## config.mk

```make
export PLATFORM = sky130hd
export DESIGN_NAME = pixel_mem_arbiter_flat
export DESIGN_NICKNAME = d
export VERILOG_FILES = /design/src/rtl/pixel_mem_if.sv /design/src/rtl/pixel_mem_arbiter.sv /design/src/flat_wrapper.sv
export SDC_FILE = /design/constraint.sdc
export NUM_CORES = 1
export LEC_CHECK = 0
export ABC_CLOCK_PERIOD_IN_PS = 3100
export CAP_MARGIN = 20
export CORE_UTILIZATION = 51
export DETAILED_ROUTE_END_ITERATION = 8
export PLACE_DENSITY = 0.79
export SLEW_MARGIN = 20
export SYNTH_ARGS = -nofsm -noshare
export SYNTH_HDL_FRONTEND = slang
export SYNTH_SLANG_ARGS = --single-unit
```

## constraint.sdc

```tcl
create_clock -name clk -period 3.1 [get_ports clk]
set_clock_uncertainty 0.2 [all_clocks]
set_input_delay 0.62 -clock clk [delete_from_list [all_inputs] [get_ports clk]]
set_output_delay 0.62 -clock clk [all_outputs]
set_load 0.02 [all_outputs]
```

## src/rtl/pixel_mem_if.sv

```systemverilog
// Bundle of scan-read, write-request and block-memory signals around pixel_mem_arbiter.
// The slave view belongs to the arbiter and the master view to its surroundings.
interface pixel_mem_if #(
    parameter int unsigned ADDR_W = 17,
    parameter int unsigned DATA_W = 12
);
    logic              vga_valid;
    logic [ADDR_W-1:0] vga_addr;
    logic [DATA_W-1:0] pix_out;
    logic              pix_valid;

    logic              wr_req;
    logic [ADDR_W-1:0] wr_addr;
    logic [DATA_W-1:0] wr_data;
    logic              wr_full;
    logic              wr_done;
    logic              overflow;
    logic              busy;

    logic              mem_we;
    logic [ADDR_W-1:0] mem_addr;
    logic [DATA_W-1:0] mem_din;
    logic [DATA_W-1:0] mem_dout;

    modport slave (
        input  vga_valid, vga_addr, wr_req, wr_addr, wr_data, mem_dout,
        output pix_out, pix_valid, wr_full, wr_done, overflow, busy,
        output mem_we, mem_addr, mem_din
    );

    modport master (
        output vga_valid, vga_addr, wr_req, wr_addr, wr_data, mem_dout,
        input  pix_out, pix_valid, wr_full, wr_done, overflow, busy,
        input  mem_we, mem_addr, mem_din
    );
endinterface

```

## src/rtl/pixel_mem_arbiter.sv

```systemverilog
// Shares the single-port pixel memory between the VGA scan reads and buffered game writes.
// Scan reads own the memory during active video; queued writes drain one per blanking cycle.
module pixel_mem_arbiter #(
    parameter int unsigned ADDR_W     = 17,
    parameter int unsigned DATA_W     = 12,
    parameter int unsigned FIFO_DEPTH = 4
) (
    input  logic          clk,
    input  logic          rst,
    pixel_mem_if.slave    pm
);
    localparam int unsigned PTR_W = $clog2(FIFO_DEPTH);
    localparam int unsigned CNT_W = PTR_W + 1;
    localparam logic [CNT_W-1:0] FULL_CNT = CNT_W'(FIFO_DEPTH);

    typedef enum logic [1:0] {
        IDLE  = 2'd0,
        SCAN  = 2'd1,
        DRAIN = 2'd2
    } state_e;

    state_e state_q, state_d;

    logic [ADDR_W-1:0] fifo_addr_q [FIFO_DEPTH];
    logic [DATA_W-1:0] fifo_data_q [FIFO_DEPTH];

    logic [PTR_W-1:0]  wr_ptr_q, wr_ptr_d;
    logic [PTR_W-1:0]  rd_ptr_q, rd_ptr_d;
    logic [CNT_W-1:0]  count_q, count_d;

    logic              pix_valid_q, pix_valid_d;
    logic [DATA_W-1:0] pix_out_q, pix_out_d;
    logic              wr_done_q, wr_done_d;
    logic              overflow_q, overflow_d;
    logic              wr_full_q, wr_full_d;
    logic              busy_q, busy_d;

    logic              empty_c;
    logic              full_c;
    logic              drain_c;
    logic              push_c;
    logic              pop_c;
    logic              pipe_v_c;

    assign empty_c = (count_q == '0);
    assign full_c  = (count_q == FULL_CNT);

    // SCAN state is exactly "vga_valid was high last cycle", so it doubles as read-pipe stage 1.
    assign pipe_v_c = (state_q == SCAN);

    always_ff @(posedge clk) begin
        if (rst) begin
            state_q     <= IDLE;
            wr_ptr_q    <= '0;
            rd_ptr_q    <= '0;
            count_q     <= '0;
            pix_valid_q <= 1'b0;
            pix_out_q   <= '0;
            wr_done_q   <= 1'b0;
            overflow_q  <= 1'b0;
            wr_full_q   <= 1'b0;
            busy_q      <= 1'b0;
        end else begin
            state_q     <= state_d;
            wr_ptr_q    <= wr_ptr_d;
            rd_ptr_q    <= rd_ptr_d;
            count_q     <= count_d;
            pix_valid_q <= pix_valid_d;
            pix_out_q   <= pix_out_d;
            wr_done_q   <= wr_done_d;
            overflow_q  <= overflow_d;
            wr_full_q   <= wr_full_d;
            busy_q      <= busy_d;
        end
    end

    // Write-buffer storage needs no reset: only entries between the pointers are ever read.
    always_ff @(posedge clk) begin
        if (!rst && push_c) begin
            fifo_addr_q[wr_ptr_q] <= pm.wr_addr;
            fifo_data_q[wr_ptr_q] <= pm.wr_data;
        end
    end

    always_comb begin
        state_d     = IDLE;
        wr_ptr_d    = wr_ptr_q;
        rd_ptr_d    = rd_ptr_q;
        count_d     = count_q;
        pix_valid_d = pipe_v_c;
        pix_out_d   = '0;
        wr_done_d   = 1'b0;
        overflow_d  = overflow_q;
        drain_c     = 1'b0;
        push_c      = 1'b0;
        pop_c       = 1'b0;

        if (pm.vga_valid) begin
            state_d = SCAN;
        end else if (!empty_c) begin
            state_d = DRAIN;
        end

        drain_c = !pm.vga_valid && !empty_c;
        pop_c   = drain_c && !rst;
        push_c  = pm.wr_req && !full_c;

        if (pm.wr_req && full_c) begin
            overflow_d = 1'b1;
        end
        if (push_c) begin
            wr_ptr_d = wr_ptr_q + PTR_W'(1);
        end
        if (pop_c) begin
            rd_ptr_d = rd_ptr_q + PTR_W'(1);
        end
        count_d   = count_q + CNT_W'(push_c) - CNT_W'(pop_c);
        wr_done_d = pop_c;

        if (pipe_v_c) begin
            pix_out_d = pm.mem_dout;
        end

        wr_full_d = (count_d == FULL_CNT);
        busy_d    = (count_d != '0);
    end

    // Memory port mux; a write never wins while the scan is active.
    always_comb begin
        pm.mem_we   = pop_c;
        pm.mem_addr = pm.vga_addr;
        pm.mem_din  = '0;
        if (drain_c) begin
            pm.mem_addr = fifo_addr_q[rd_ptr_q];
            pm.mem_din  = fifo_data_q[rd_ptr_q];
        end
    end

    assign pm.pix_out   = pix_out_q;
    assign pm.pix_valid = pix_valid_q;
    assign pm.wr_done   = wr_done_q;
    assign pm.overflow  = overflow_q;
    assign pm.wr_full   = wr_full_q;
    assign pm.busy      = busy_q;

endmodule

```

## src/flat_wrapper.sv

```systemverilog
// flat-port wrapper written by rule: the top's interface ports become plain ports
module pixel_mem_arbiter_flat 
#(
    parameter int unsigned ADDR_W     = 17,
    parameter int unsigned DATA_W     = 12,
    parameter int unsigned FIFO_DEPTH = 4
)
  (clk, rst, pm_vga_valid, pm_vga_addr, pm_wr_req, pm_wr_addr, pm_wr_data, pm_mem_dout, pm_pix_out, pm_pix_valid, pm_wr_full, pm_wr_done, pm_overflow, pm_busy, pm_mem_we, pm_mem_addr, pm_mem_din);
  pixel_mem_if #(.ADDR_W(ADDR_W), .DATA_W(DATA_W)) pm_i ();
  input  logic clk;
  input  logic rst;
  input wire logic [$bits(pm_i.vga_valid)-1:0] pm_vga_valid;
  input wire logic [$bits(pm_i.vga_addr)-1:0] pm_vga_addr;
  input wire logic [$bits(pm_i.wr_req)-1:0] pm_wr_req;
  input wire logic [$bits(pm_i.wr_addr)-1:0] pm_wr_addr;
  input wire logic [$bits(pm_i.wr_data)-1:0] pm_wr_data;
  input wire logic [$bits(pm_i.mem_dout)-1:0] pm_mem_dout;
  output wire logic [$bits(pm_i.pix_out)-1:0] pm_pix_out;
  output wire logic [$bits(pm_i.pix_valid)-1:0] pm_pix_valid;
  output wire logic [$bits(pm_i.wr_full)-1:0] pm_wr_full;
  output wire logic [$bits(pm_i.wr_done)-1:0] pm_wr_done;
  output wire logic [$bits(pm_i.overflow)-1:0] pm_overflow;
  output wire logic [$bits(pm_i.busy)-1:0] pm_busy;
  output wire logic [$bits(pm_i.mem_we)-1:0] pm_mem_we;
  output wire logic [$bits(pm_i.mem_addr)-1:0] pm_mem_addr;
  output wire logic [$bits(pm_i.mem_din)-1:0] pm_mem_din;
  assign pm_i.vga_valid = pm_vga_valid;
  assign pm_i.vga_addr = pm_vga_addr;
  assign pm_i.wr_req = pm_wr_req;
  assign pm_i.wr_addr = pm_wr_addr;
  assign pm_i.wr_data = pm_wr_data;
  assign pm_i.mem_dout = pm_mem_dout;
  assign pm_pix_out = pm_i.pix_out;
  assign pm_pix_valid = pm_i.pix_valid;
  assign pm_wr_full = pm_i.wr_full;
  assign pm_wr_done = pm_i.wr_done;
  assign pm_overflow = pm_i.overflow;
  assign pm_busy = pm_i.busy;
  assign pm_mem_we = pm_i.mem_we;
  assign pm_mem_addr = pm_i.mem_addr;
  assign pm_mem_din = pm_i.mem_din;
  pixel_mem_arbiter #(.ADDR_W(ADDR_W), .DATA_W(DATA_W), .FIFO_DEPTH(FIFO_DEPTH)) u_core (.clk(clk), .rst(rst), .pm(pm_i));
endmodule
```

==> results of run 1 <==
## layout make-up
type                    instances  area (um2)
flip-flops and latches        144        4050
fillers                       674        2960
multi-input cells             113        1380
repair buffers                129        1250
clock buffers                  20         478
well taps                     136         170
clock inverters                12        97.6
inverters                       9        33.8
## timing repair
action	4_1_cts	5_1_grt
endpoints found under the setup margin	30	0
resized for setup	34	0
hold buffers	0	0
buffers inserted	4	0
## critical path, delay by kind of cell, from the launching register on
family                 cells  cell delay (ns)
flip-flops                 1             0.38
multiplexers               2             0.80
buffers and inverters      2             0.52
## logic make-up (layout without fill, tap and decap cells)
logic type | Yosys count | after routing
flip-flops | 144 | 144
AND/OR/NAND/NOR | 48 | 48
multiplexers | 46 | 46
buffers and inverters | 21 | 170
AO/OA/AOI/OAI | 11 | 11
adder cells (fa/ha/maj) | 7 | 7
XOR/XNOR | 1 | 1
## worst min path at each step
stage | from | endpoint | slack, ns | cells after the start
floorplan | u_core.rd_ptr_q[1] | flop | 0.25 | 2
global placement | u_core.pm.overflow | u_core.pm.overflow | 0.26 | 2
detailed placement | u_core.pm.overflow | u_core.pm.overflow | 0.26 | 2
CTS | u_core.pm.overflow | u_core.pm.overflow | 0.29 | 2
global route | u_core.pm.overflow | u_core.pm.overflow | 0.33 | 2
finish | u_core.pm.overflow | u_core.pm.overflow | 0.28 | 2
## sequential cells by signal (all words and copies together) (netlist names), named ones only
name                 flops
u_core.count_q           3
u_core.fifo_addr_q      68
u_core.fifo_data_q      48
u_core.pm.busy           1
u_core.pm.overflow       1
u_core.pm.pix_out       12
u_core.pm.pix_valid      1
u_core.pm.wr_done        1
u_core.pm.wr_full        1
u_core.rd_ptr_q          2
u_core.state_q           2
u_core.wr_ptr_q          2
## metal layers
metal | vias to the layer above | share of wire
met5 | - | 0
met4 | 0 | 0.0079
met3 | 8 | 0.061
met2 | 109 | 0.53
met1 | 1490 | 0.41
li1 | 1369 | -
## cell usage after synthesis (4+ instances only)
cell type	instances	share of area
a21oi_1	6	0.0054
dfxtp_1	28	0.10
nor2_1	4	0.0027
mux4_2	27	0.11
ha_1	6	0.014
and2_1	28	0.032
mux2_2	7	0.014
inv_1	9	0.0061
clkbuf_1	4	0.0027
nor3_1	5	0.0045
edfxtp_1	116	0.63
mux2_4	10	0.027
## power by group
group / switching [uW] / internal, uW
clock: 786 / 1110
combinational: 652 / 731
sequential: 66.1 / 2240
## per-stage QoR
step / worst slack (ns) / hold WS [ns]
after floorplan: 0.0870 / 0.255
after global placement: -0.0575 / 0.260
after detailed placement: -0.0955 / 0.264
after CTS: 0.0320 / 0.287
after global routing: 0.00336 / 0.333
final: 0.0704 / 0.282
==> results list, run 1 <==
* Initial DRC count: 144
- Starting density of the core: 0.530
- Layout Cell Area excl Fill: 7460 um2
- Via count normalized by instance count: 5.29
* Worst path required time: 2.28 ns
- The worst path in the final design needs a cycle of 3.03 ns, including I/O delays and setup.
- Number of distinct standard cells referenced by the synthesized netlist: 30
- After floorplanning, the core was sized to cover around 10000 um2.
- The top cell types in the final layout, fill and taps aside, are edfxtp_1 (116), clkdlybuf4s50_1 (78), dlygate4sd2_1 (29), mux4_2 (27), dfxtp_1 (27).
- At the end of routability-driven placement, the weighted congestion stood at 0.719.
- The mapped netlist covers 5530 um2.
- In this run the static leakage power is 0.00266 uW.
- Net count, final: 483
* Xor/xnor cell area share of the yosys netlist: 0.00408
- Routed wire length: a little over 10000 um
* Number of pins exceeding their max-slew limit in the final report: 0
- The synthesized-area fraction occupied by ao, oa, aoi and oai cells came to 0.0104.
- The first detailed-routing pass ran for 4 iterations.
* Yosys warnings: 0
* Clock tree from TritonCTS: built
* Total power per unit cell area: between 700 and 800 nW/um2
- Summing all placed instances gives a cell area of 6890 um2.
* Share of the clock period used by the worst path: 0.977
- Average wire per cell in the routed design: 18.4 um
* Reg2Reg Setup Slack: 0.47 ns
- Diodes inserted: 0
- The library cell used most frequently in the layout, excluding fill and tap cells, is edfxtp_1.
- Max incr delay on CP: roughly 0.52 ns
* GR Util met2: 0.346
* Clock insertion delay at the later pin of the skew report: roughly 0.51 ns
- Multiplexer area fraction after synthesis: 0.161
- Die height: 106 um
- Drt drc: 0
* Quantity of I/O buffers inserted on ports: between 100 and 150
- In the synthesized netlist the dominant register cell turns out to be edfxtp_1.
- Pin count of the biggest net entering global routing: 26
- In the global route stage, met1 resource usage came out at 0.239.
- Highest attainable clock frequency: around 0.33 GHz
* Reg-to-reg endpoint: u_core.pm.busy
- Termination of the worst setup path: pm_mem_addr[14]
- Via count of the first global-routing pass: 3141
- Total gr overflow: 0
- The number of placed instances, taps included, is 527.
- The share of the Yosys chip area taken by registers is 0.732.
- The tree is rooted in a clkbuf_8.
- Result of the run: finished clean
* Setup Total Neg Slack: 0 ns
- The synthesized design contains 144 register bits.
- For this design the top-level I/O count stands at around 110.
- GRT Util Overall: 0.200
* Width of the die: 106 um
* Data arrival time of the worst path: between 2 and 2.5 ns
- Total Die Area: 11300 um2
* Share of async-settable or async-resettable flops after synthesis: 0
* Share of synthesized cell area in and, or, nand and nor gates: 0.0550
- Post-synthesis cell count: 278
- Largest family of logic cells by synthesized area: multiplexers
- CTS built an H-tree with a depth of 4.
- For the pin with the worst max-slew slack, the measured transition is roughly 0.43 ns.
- The worst setup path is launched from a flop.
- Met3 track demand over resource: 0.0668
* First-pass GRT wire length: ~16000 um
- Of the total synthesized cell area, the portion taken by full adders, half adders and majority gates is 0.0172.
- Power consumption: 5580 uW
- Worst slew slack as a fraction of its limit: 0.713
* Max Cap Violations: 0
- The initial antenna violation count is 0.
* Setup repair after global routing missed its margin: false
- Cts bufs inserted: 17
- Clock Sinks: 144
- The routed layout has approximately 3000 vias.
- Final hold violation count: 0
- Global-route layer with the greatest usage: met2
- After clock tree synthesis, the clock-pin slew on the worst setup and hold paths is 0.06 ns.
- When the netlist entered floorplanning its net count stood at 347.
- Number of setup violations in the final report: 0
- CP Capture Type: output pin
- Final core utilization: 0.716
- Once detailed placement completed, the half-perimeter wirelength came to between 6000 and 7000 um.
- A synthesized cell averages between 15 and 20 um2.
- The finished layout holds 563 standard cells, fillers aside.
- Crit path kind: flop to output pin
- Number of enable flip-flop cells after synthesis: 116
- Cells traversed along the worst timing path: buf_12 -> mux4_2 -> mux2_4 -> dlygate4sd2_1
- Synth-to-Final Area Change: 34.9%
* Path class of the lowest-slack min-delay path: flop to flop
* Worst Reg-to-Reg Cells: 9
- Layout cell share with drive strength beyond 1: 0.248
- Launching point of the worst reg2reg path: u_core.count_q[1]
- Row count: 37
- Post-route ant nets: 0
- Among all stages on the critical path, the largest delay is contributed by mux4_2.
* Clock buffer depth: 2
- VDD IR max: 0.000530 V
- Worst-path fanout max: 14
(Power assumes the default switching activity.)
==> run 2, diff against run 1 <==
Settings changed: CORE_UTILIZATION 51 to 53, CTS_BUF_LIST from default to sky130_fd_sc_hd__clkbuf_4, PLACE_DENSITY 0.79 to 0.8.
==> run 2 against run 1 <==
Effect of this change:
- clock power fell by 34%
- critical path depth unchanged
- via count decreased by 1.5%
- register-to-register slack better by 0.11 ns
- sequential share of layout area grew 1.6 points
- hold slack improved by 0.030 ns
- die area fell by 3.7%
- power fell by 10%
- setup slack improved by 0.043 ns
- largest cell class unchanged
- design area decreased by 2.8%
- clock-buffer cell count down 2
- sequential cell count stayed put
- highest routed layer unchanged
==> results list, run 2 (synthesis results as in run 1) <==
* Core box area: 9950 um2 (-4.4%)
- Number of primary I/O pins: 109 (unchanged)
* Worst-path fanout max: 8 (-6)
- Total placed instance area: 6900 um2 (about the same)
* Average wire per cell in the routed design: 17.7 um (-3.8%)
- GRT Util Overall: 0.197 (-0.00318)
- The die extent in y came to 104 um (-1.9%).
- The count of input and output buffers was 108 (unchanged).
- The number of antenna repair diodes came to 0 (unchanged).
- VDD IR max: 0.000632 V (+19%)
* Worst slew slack as a fraction of its limit: 0.710 (-0.00279)
- The leakage component of the power is 0.00254 uW (-4.7%).
- Total Die Area: 10800 um2 (-3.7%)
- The number of fill cells is 616 (-8.6%).
- The post-placement setup slack came to -0.127 ns (-0.0315 ns).
- Clock tree from TritonCTS: built
- Minimum clock period: 2.99 ns (-0.0429 ns)
* DR vias: 2932 (-1.5%)
- Register ranked first by flip-flop count: u_core.fifo_addr_q
* Layout cell share with drive strength beyond 1: 0.268 (+0.0200)
* Final core utilization: 0.728 (+0.0123)
- Initial DRC count: 157 (+9.0%)
- Compared with the post-synthesis result, the final layout area differs by 31.2%.
* Reg-to-reg endpoint: u_core.pm.busy
- Total power per unit cell area: 690 nW/um2 (-7.8%)
* Worst path required time: 2.28 ns (about the same)
* Via count normalized by instance count: 5.25 (-0.60%)
- Drt drc: 0 (unchanged)
- First-pass GRT wire length: 15700 um (-4.0%)
- The data arrival time of the worst path came to 2.17 ns (-0.04 ns).
- Post-route ant nets: 0 (unchanged)
* Transition time at the pin with the least slew margin: 0.433 ns (+0.00418 ns)
- Share of the clock period used by the worst path: 0.963 (-0.0138)
* Setup slack of the critical path after layout: 0.113 ns (+0.0429 ns)
- The clock latency reported for the late side of the worst-skew pair came to 0.52 ns (about the same).
- The min-delay analysis places its worst path in the category flop to flop.
- The depth of the worst register-to-register path is 9 (unchanged).
- The weighted congestion reported at the end of routability-driven placement came to 0.690 (-4.0%).
* Row count: 36 (-2.7%)
- The number of search-and-repair iterations in the first detailed-routing pass came to 4 (unchanged).
- The library cells used most frequently in the layout, excluding fill and tap cells, are edfxtp_1 (116), clkdlybuf4s50_1 (78), mux4_2 (27), dfxtp_1 (27), and2_1 (24).
* Cts bufs inserted: 17 (unchanged)
* Number of antenna violations at the first check in global routing: 0 (unchanged)
- The CTS sink count was 144 (unchanged).
- The final global-route overflow total is 0 (unchanged).
- The register-to-register setup slack came to 0.58 ns (+0.11 ns).
* Detailed-placement wirelength estimate: 6550 um (+1.8%)
* Number of pins exceeding their max-slew limit in the final report: 0 (unchanged)
- Net count, final: 481 (-0.41%)
* Starting density of the core: 0.555 (+0.0246)
* Result of the run: finished clean
- Clock buffer depth: 2 (unchanged)
* Max Cap Violations: 0 (unchanged)
- The startpoint identified for the worst register-to-register timing path is u_core.count_q[2].
- Clock-pin slew reported for the worst setup and hold paths after clock tree synthesis: 0.12 ns (+0.06 ns)
* Critical Path Source Type: flop
* Leading cell type in the layout, fill and taps excluded: edfxtp_1
- The width of the die is 104 um (-1.9%).
- The number of flip-flops in the largest register came to 68 (unchanged).
- The final-report setup violation count came to 0 (unchanged).
- Highest attainable clock frequency: 0.335 GHz (+1.4%)
- Pin count of the biggest net entering global routing: 22 (-15%)
* Crit path kind: flop to output pin
- Setup repair after global routing missed its margin: true
- Following the worst setup path forward leads to its endpoint at pm_mem_addr[10].
* Layout Cell Area excl Fill: 7250 um2 (-2.8%)
- Routed wire length: 9890 um (-4.7%)
- The minimum hold slack came to 0.312 ns (+0.0298 ns).
- The deepest level of the CTS H-tree is 4 (unchanged).
- The count of endpoints failing hold in the final timing report was 0 (unchanged).
* Clock Root Buffer: clkbuf_4
* Via count of the first global-routing pass: 3081 (-1.9%)
* CP Capture Type: output pin
==> run 2: cell types whose count changed in the layout (fill, tap and decap cells not counted), sizes merged <==
cell           previous run  this run
clkdlybuf4s15             0        14
dlymetal6s2s              0         1
buf                      22        23
bufinv                    0         3
inv                      12        14
dlygate4sd2              29         7
clkinvlp                  3         2
clkbuf                   20        22
clkinv                    6         4
==> run 2: per-stage QoR <==
| stage | total power (uW) | cells | setup TNS (ns) |
|---|---|---|---|
| after floorplan | 3220 | 278 | 0 |
| after global placement | 3740 | 522 | -0.526 |
| after detailed placement | 3780 | 522 | -1.16 |
| after CTS | 5010 | 555 | -0.111 |
| after global routing | 5230 | 558 | -0.00822 |
| final | 5000 | 558 | 0 |
==> run 2: layout make-up <==
cell class | count | area, um2 | area share
well taps | 133 | 166 | 0.0230
clock buffers | 18 | 135 | 0.0186
repair buffers | 127 | 1300 | 0.180
multi-input cells | 113 | 1380 | 0.191
inverters | 9 | 33.8 | 0.00466
flip-flops and latches | 144 | 4050 | 0.558
clock inverters | 14 | 181 | 0.0250
==> run 2: layer usage <==
layer	global-route usage	vias to the layer above	routed length [um]
met1	0.231	1452	3920
met2	0.335	113	5150
met3	0.0752	8	749
li1	-	1359	-
met4	0.0643	0	63
met5	0	-	0
==> run 2: worst min-delay path by stage <==
stage / start / end / slack, ns / cells past startpoint
5_1_grt: u_core.pm.overflow / u_core.pm.overflow / 0.33 / 2
4_1_cts: u_core.pm.overflow / u_core.pm.overflow / 0.31 / 2
3_3_place_gp: u_core.pm.overflow / u_core.pm.overflow / 0.26 / 2
2_1_floorplan: u_core.rd_ptr_q[1] / flop / 0.25 / 2
6_report: u_core.rd_ptr_q[1] / u_core.rd_ptr_q[1] / 0.31 / 2
3_5_place_dp: u_core.pm.overflow / u_core.pm.overflow / 0.27 / 2
==> run 2: repair_timing <==
item,in CTS,in global routing
buffers inserted,0,3
gates resized for setup,52,21
hold endpoints to repair,0,0
pin swaps,0,1
endpoints found under the setup margin,29,16
hold buffers,0,0
gates cloned,1,0
==> run 2: worst max-delay path, cell delays in order, from the launching register on <==
cell	delay, ns
dfxtp_4	0.43
buf_12	0.15
mux4_2	0.49
mux2_4	0.26
dlygate4sd2_1	0.32
==> run 2: where the power goes <==
group	leakage (uW)	switching (uW)	total, uW	internal, uW
combinational	0.00109	656	1440	781
clock	0.000164	679	1260	584
sequential	0.00128	70.6	2300	2230
total	0.00254	1410	5000	3600
==> run 3, diff against run 2 <==
Settings changed: CAP_MARGIN 20 to 5.
==> results of run 3 <==
Final layout, timing and power as in run 2 (identical DEF).
